`src/rtl/cpri_dr_rx_unpack.sv`:
```
// CPRI DR lane receiver: hunts the sync word, decodes the 6-word header and
// unpacks the payload into one BEAM_LN-beam IQ vector per RE.
module cpri_dr_rx_unpack #(
   parameter int unsigned BEAM_LN = 8,
   parameter int unsigned MAX_RE  = 192,
   parameter logic [15:0] SYNC    = 16'hC5A3
) (
   input  logic                    i_clk,
   input  logic                    i_reset,
   input  logic [63:0]             i_rx_data,
   input  logic                    i_rx_vld,
   output logic [3:0]              o_pkg_type,
   output logic                    o_cell_idx,
   output logic [6:0]              o_slot_idx,
   output logic [3:0]              o_symb_idx,
   output logic [3:0]              o_rbg_idx,
   output logic [1:0]              o_aiu_idx,
   output logic [9:0]              o_re_num,
   output logic [BEAM_LN*8-1:0]    o_fft_agc,
   output logic [BEAM_LN*32-1:0]   o_beam_pwr,
   output logic                    o_hdr_vld,
   output logic [BEAM_LN*32-1:0]   o_iq_data,
   output logic                    o_iq_vld,
   output logic                    o_sop,
   output logic                    o_eop,
   output logic [9:0]              o_re_idx,
   output logic                    o_hdr_err,
   output logic [15:0]             o_drop_cnt
);

   localparam int unsigned WPR = BEAM_LN / 2;
   localparam int unsigned HCW = $clog2(WPR + 1);
   localparam int unsigned WCW = (WPR > 1) ? $clog2(WPR) : 1;
   localparam int unsigned AW  = BEAM_LN * 8;
   localparam int unsigned PW  = BEAM_LN * 32;
   localparam int unsigned HW  = 32;

   typedef enum logic [1:0] {ST_HUNT, ST_HDR, ST_PLD} state_t;

   state_t           state_q, state_d;
   logic [HCW-1:0]   hdr_cnt_q, hdr_cnt_d;
   logic [WCW-1:0]   w_q, w_d;
   logic [9:0]       r_q, r_d;
   logic [HW-1:0]    sh_h0_q, sh_h0_d;
   logic [AW-1:0]    sh_agc_q, sh_agc_d;
   logic [PW-1:0]    sh_pwr_q, sh_pwr_d;
   logic [PW-1:0]    iq_acc_q, iq_acc_d;
   logic [HW-1:0]    hdr_q, hdr_d;
   logic [AW-1:0]    fft_agc_q, fft_agc_d;
   logic [PW-1:0]    beam_pwr_q, beam_pwr_d;
   logic             hdr_vld_q, hdr_vld_d;
   logic [PW-1:0]    iq_data_q, iq_data_d;
   logic             iq_vld_q, iq_vld_d;
   logic             sop_q, sop_d;
   logic             eop_q, eop_d;
   logic [9:0]       re_idx_q, re_idx_d;
   logic             hdr_err_q, hdr_err_d;
   logic [15:0]      drop_cnt_q, drop_cnt_d;

   // Next-state, capture and output pulses; everything advances on valid words only.
   always_comb begin
      state_d    = state_q;
      hdr_cnt_d  = hdr_cnt_q;
      w_d        = w_q;
      r_d        = r_q;
      sh_h0_d    = sh_h0_q;
      sh_agc_d   = sh_agc_q;
      sh_pwr_d   = sh_pwr_q;
      iq_acc_d   = iq_acc_q;
      hdr_d      = hdr_q;
      fft_agc_d  = fft_agc_q;
      beam_pwr_d = beam_pwr_q;
      iq_data_d  = iq_data_q;
      re_idx_d   = re_idx_q;
      drop_cnt_d = drop_cnt_q;
      hdr_vld_d  = 1'b0;
      iq_vld_d   = 1'b0;
      sop_d      = 1'b0;
      eop_d      = 1'b0;
      hdr_err_d  = 1'b0;

      if (i_rx_vld) begin
         unique case (state_q)
            ST_HUNT: begin
               if (i_rx_data[63:48] == SYNC) begin
                  sh_h0_d   = i_rx_data[47:16];
                  hdr_cnt_d = '0;
                  state_d   = ST_HDR;
               end else if (drop_cnt_q != 16'hFFFF) begin
                  drop_cnt_d = drop_cnt_q + 16'd1;
               end
            end
            ST_HDR: begin
               if (hdr_cnt_q == '0) begin
                  sh_agc_d = AW'(i_rx_data);
               end
               for (int k = 0; k < WPR; k++) begin
                  if (hdr_cnt_q == HCW'(k + 1)) sh_pwr_d[64*k +: 64] = i_rx_data;
               end
               hdr_cnt_d = hdr_cnt_q + HCW'(1);
               // Last power word: commit or reject the whole header in one step.
               if (hdr_cnt_q == HCW'(WPR)) begin
                  hdr_cnt_d = '0;
                  w_d       = '0;
                  r_d       = '0;
                  if (sh_h0_q[9:0] > 10'(MAX_RE)) begin
                     hdr_err_d = 1'b1;
                     state_d   = ST_HUNT;
                  end else begin
                     hdr_d      = sh_h0_q;
                     fft_agc_d  = sh_agc_d;
                     beam_pwr_d = sh_pwr_d;
                     hdr_vld_d  = 1'b1;
                     state_d    = (sh_h0_q[9:0] == 10'd0) ? ST_HUNT : ST_PLD;
                  end
               end
            end
            ST_PLD: begin
               for (int k = 0; k < WPR; k++) begin
                  if (w_q == WCW'(k)) iq_acc_d[64*k +: 64] = i_rx_data;
               end
               w_d = w_q + WCW'(1);
               if (w_q == WCW'(WPR - 1)) begin
                  w_d       = '0;
                  iq_data_d = iq_acc_d;
                  iq_vld_d  = 1'b1;
                  re_idx_d  = r_q;
                  sop_d     = (r_q == 10'd0);
                  eop_d     = (r_q == hdr_q[9:0] - 10'd1);
                  r_d       = r_q + 10'd1;
                  if (r_q == hdr_q[9:0] - 10'd1) state_d = ST_HUNT;
               end
            end
            default: state_d = ST_HUNT;
         endcase
      end
   end

   always_ff @(posedge i_clk or posedge i_reset) begin
      if (i_reset) begin
         state_q    <= ST_HUNT;
         hdr_cnt_q  <= '0;
         w_q        <= '0;
         r_q        <= '0;
         sh_h0_q    <= '0;
         sh_agc_q   <= '0;
         sh_pwr_q   <= '0;
         iq_acc_q   <= '0;
         hdr_q      <= '0;
         fft_agc_q  <= '0;
         beam_pwr_q <= '0;
         hdr_vld_q  <= 1'b0;
         iq_data_q  <= '0;
         iq_vld_q   <= 1'b0;
         sop_q      <= 1'b0;
         eop_q      <= 1'b0;
         re_idx_q   <= '0;
         hdr_err_q  <= 1'b0;
         drop_cnt_q <= '0;
      end else begin
         state_q    <= state_d;
         hdr_cnt_q  <= hdr_cnt_d;
         w_q        <= w_d;
         r_q        <= r_d;
         sh_h0_q    <= sh_h0_d;
         sh_agc_q   <= sh_agc_d;
         sh_pwr_q   <= sh_pwr_d;
         iq_acc_q   <= iq_acc_d;
         hdr_q      <= hdr_d;
         fft_agc_q  <= fft_agc_d;
         beam_pwr_q <= beam_pwr_d;
         hdr_vld_q  <= hdr_vld_d;
         iq_data_q  <= iq_data_d;
         iq_vld_q   <= iq_vld_d;
         sop_q      <= sop_d;
         eop_q      <= eop_d;
         re_idx_q   <= re_idx_d;
         hdr_err_q  <= hdr_err_d;
         drop_cnt_q <= drop_cnt_d;
      end
   end

   assign o_pkg_type = hdr_q[31:28];
   assign o_cell_idx = hdr_q[27];
   assign o_slot_idx = hdr_q[26:20];
   assign o_symb_idx = hdr_q[19:16];
   assign o_rbg_idx  = hdr_q[15:12];
   assign o_aiu_idx  = hdr_q[11:10];
   assign o_re_num   = hdr_q[9:0];
   assign o_fft_agc  = fft_agc_q;
   assign o_beam_pwr = beam_pwr_q;
   assign o_hdr_vld  = hdr_vld_q;
   assign o_iq_data  = iq_data_q;
   assign o_iq_vld   = iq_vld_q;
   assign o_sop      = sop_q;
   assign o_eop      = eop_q;
   assign o_re_idx   = re_idx_q;
   assign o_hdr_err  = hdr_err_q;
   assign o_drop_cnt = drop_cnt_q;

endmodule

```
`config.mk`:
```
export PLATFORM = sky130hd
export DESIGN_NAME = cpri_dr_rx_unpack
export DESIGN_NICKNAME = d
export VERILOG_FILES = /design/src/rtl/cpri_dr_rx_unpack.sv
export SDC_FILE = /design/constraint.sdc
export NUM_CORES = 2
export LEC_CHECK = 0
export BUFFER_PORTS_ARGS = -buffer_cell sky130_fd_sc_hd__buf_2
export CAP_MARGIN = 20
export CELL_PAD_IN_SITES_DETAIL_PLACEMENT = 0
export CELL_PAD_IN_SITES_GLOBAL_PLACEMENT = 2
export CORE_MARGIN = 1
export CORE_UTILIZATION = 34
export CTS_CLUSTER_SIZE = 30
export DETAILED_ROUTE_END_ITERATION = 16
export PLACE_DENSITY = 0.86
export SETUP_SLACK_MARGIN = 0.3
export SYNTH_ARGS = -nofsm -noshare
export SYNTH_HDL_FRONTEND = slang
export SYNTH_SLANG_ARGS = --single-unit
```
`constraint.sdc`:
```
create_clock -name i_clk -period 44.8 [get_ports i_clk]
set_input_delay 11.2 -clock i_clk [delete_from_list [all_inputs] [get_ports i_clk]]
set_output_delay 11.2 -clock i_clk [all_outputs]
set_load 0.005 [all_outputs]
```
==> results.py <==
metrics = {
    "run_status": {
        "status": "complete, no violations",
    },
    "synthesis": {
        "syn_area_sq_mm": 0.04722,
        "synth_top_family_by_area": "multiplexers",
        "ys_seq_area_frac": 0.6020,
        "synth.avg_cell_area_sq_um": 12.29,
        "synth-edff-count": 0,
        "synth_top_area_frac": 0.6020,
        "ys_ff_latch": 1136,
        "yosysTopAreaCell": "dfrtp_1",
        "synthMuxAreaShare": 0.2318,
        "synthTopCellsByArea": "dfrtp_1 60%, mux2_2 14%, mux2i_1 9.5%, a21oi_1 4.8%, nor2_1 3.7%",
        "synthFlopType": "dfrtp_1",
        "synth-warning-count": 0,
        "ys_types": 53,
        "synthSimpleGateAreaFrac": 0.06709,
        "post_synth_xor_area_fraction": 0.006863,
        "async_reset_ff_frac": 1.000,
        "synthesis.nets": 3923,
        "synth-adder-area-share": 0.003445,
        "syn_inst": 3843,
        "synth-compound-area-share": 0.05191,
    },
    "place": {
        "dp_hpwl_um": 85880,
        "portBuffers": 705,
        "gp_congestion": 0.7822,
    },
    "worst_setup_path": {
        "crit_required_ns": 45.55,
        "crit_chain": "buf_2, inv_8, buf_4, buf_4, buf_4, buf_4, buf_4",
        "path_common_cell": "buf_4",
        "r2r_start": "state_q[0]",
        "start_kind": "input port",
        "reg2reg_to": "o_iq_data[146]",
        "cp.arrival_ns": 15.94,
        "crit_fanout": 135,
        "slowest_delay_ns": 0.90,
        "cp-end-kind": "async pin",
        "r2r_cells": 8,
        "crit_slowest_cell": "buf_4",
        "r2r_slack_ns": 40.08,
        "path_class": "in -> async",
    },
    "route": {
        "vias": 30805,
        "via_per_inst": 4.926,
        "first_pass_iters": 7,
        "drt-initial-drc-count": 2022,
        "drc": 0,
        "wire_per_inst_um": 21.71,
        "routed_wl_um": 135800,
        "ant_nets": 0,
    },
    "clock_tree": {
        "cts_tree": "built",
        "clock-sinks": 1136,
        "cts_root_buf": "clkbuf_16",
        "cts_setup_buffers": 0,
        "cts.path.max_buffers": 3,
        "numCtsBuffers": 130,
        "htreeDepth": 4,
        "cts_resized": 0,
        "hold_buffers": 0,
        "path_clk_slew_ns": 0.05,
        "clk_latency_ns": 0.77,
    },
    "worst_hold_path": {
        "min_to": "o_iq_data[213]",
        "hold_class": "reg -> reg",
        "hold_start": "o_iq_data[213]",
        "min_delay_path_depth": 2,
    },
    "global_route": {
        "grt.overflow.total": 0,
        "grt_max_degree": 191,
        "first_global_vias": 30795,
        "grt_use_total": 0.1921,
        "antenna_found_initial": 7,
        "grt_pass1_wl_um": 203100,
    },
    "timing": {
        "rsz0062_at_grt": "false",
        "hold_viol_final": 0,
        "fin_tns_setup_ns": 0,
        "slew_headroom": 0.2376,
        "setup_viol": 0,
        "fin_skew_ns": 0.03304,
        "fmax_ghz": 0.06586,
        "tightest_slew_ns": 1.144,
        "whs_ns": 0.4677,
        "period_share": 0.3389,
        "finalMaxSlewViolations": 0,
        "period_needed_ns": 15.18,
    },
    "power": {
        "vdd_drop_max_uv": 36.53,
        "power_density_mw_per_mm2": 72.41,
        "seq_power_share": 0.419,
        "p_int_mw": 2.710,
        "switching_power_mw": 1.351,
        "swShare": 0.3326,
        "clkPwrFrac": 0.261,
        "cellLeakagePower_nw": 27.08,
        "comb_power_share": 0.320,
    },
    "die": {
        "die_y_um": 374.7,
        "dieArea_sq_mm": 0.1404,
        "core_area_sq_mm": 0.1377,
        "start_util": 0.3430,
        "rows": 136,
        "io_pins": 706,
        "die_width_um": 374.7,
    },
    "cells_and_area": {
        "drive_above_1_share": 0.3476,
        "area_growth_pct": 18.75,
        "fill_cells": 13277,
        "nets": 4439,
    },
    "run": {
        "max-cap-violations": 0,
    },
}
-- synthesized netlist by cell type, drive strengths merged (2+ instances only) --
| cell | count |
|---|---|
| nor4 | 6 |
| clkbuf | 139 |
| and2 | 7 |
| a21oi | 451 |
| nor2 | 467 |
| and4 | 3 |
| a211o | 2 |
| nand2b | 3 |
| mux2i | 449 |
| dfrtp | 1136 |
| buf | 226 |
| ha | 13 |
| inv | 13 |
| xnor2 | 18 |
| xor2 | 19 |
| and4bb | 4 |
| o31ai | 3 |
| nor3 | 4 |
| nand4b | 2 |
| nand3 | 14 |
| mux2 | 573 |
| nor2b | 6 |
| o21ai | 10 |
| nand4 | 9 |
| nand2 | 242 |
| and3 | 9 |
| a2111oi | 2 |
-- kinds of logic after synthesis --
kind of cell	count (synthesis)
buf+inv	378
mux	1022
simple gates	781
flops	1136
fa+ha+maj	13
compound gates	476
xor+xnor	37
-- state kept, by name (all words and copies together) (netlist names), 3 cells and up --
signal,flops
iq_acc_q,192
o_iq_data,256
sh_agc_q,64
hdr_cnt_q,3
sh_h0_q,32
r_q,10
o_fft_agc,64
sh_pwr_q,192
o_re_idx,10
o_drop_cnt,16
hdr_q,32
o_beam_pwr,256
-- cells in the final DEF (no fill, tap or decap), drive strengths merged, types with 13 or more instances in the layout --
master,instances
a21oi,451
buf,749
clkbuf,188
clkinv,22
dfrtp,1136
ha,13
inv,23
mux2,573
mux2i,449
nand2,242
nand3,14
nor2,467
xnor2,18
xor2,19
-- area by class of cell --
class                   instances  area [sq um]  area share
clock inverters                44         490.5    0.008746
flip-flops and latches       1136         28430      0.5069
multi-input cells            2329         17190      0.3065
repair buffers                749          3909     0.06970
inverters                      13         63.81    0.001138
diodes                          1         2.502  0.00004462
well taps                    1794          2245     0.04003
clock buffers                 188          3754     0.06694
-- power by group through the flow --
stage,combinational [mW],sequential (mW),clock (mW)
floorplan,0.782,1.69,0
global placement,1.30,1.70,0
detailed placement,1.32,1.72,0
CTS,1.33,1.70,1.09
global route,1.43,1.76,1.13
finish,1.30,1.70,1.06
-- how the worst max path moves through the flow --
| stage | start | slack (ns) | end |
|---|---|---|---|
| after floorplan | i_reset | 1.61 | hdr_cnt_q[0] |
| after global placement | i_reset | 28.61 | o_beam_pwr[113] |
| after detailed placement | i_reset | 28.55 | o_beam_pwr[112] |
| after CTS | i_reset | 29.40 | sh_pwr_q[110] |
| after global routing | i_reset | 28.82 | sh_agc_q[44] |
| final | i_reset | 29.62 | o_beam_pwr[172] |
-- per-stage QoR --
step	total power [mW]	utilization	instance area [sq um]	std cells	setup slack [ns]
5_1_grt	4.314	0.4073	56070	6253	28.82
2_1_floorplan	2.473	-	47220	3843	1.608
3_5_place_dp	3.036	0.3764	51810	6020	28.55
3_3_place_gp	3.000	0.3764	51810	6020	28.61
6_report	4.061	0.4073	56080	6254	29.62
4_1_cts	4.119	0.4072	56050	6252	29.40
-- worst max-delay path, delay by kind of cell --
family                 cells  cell delay, ns
buffers and inverters      7            4.50
-- metal layers --
| layer | vias up | wire length, um | track usage |
|---|---|---|---|
| met5 | - | 8 | 0 |
| met4 | 2 | 4121 | 0.06797 |
| met3 | 211 | 9018 | 0.05687 |
| met2 | 746 | 62180 | 0.2984 |
| met1 | 15698 | 60450 | 0.2541 |
| li1 | 14148 | - | - |
(Power assumes the default switching activity.)
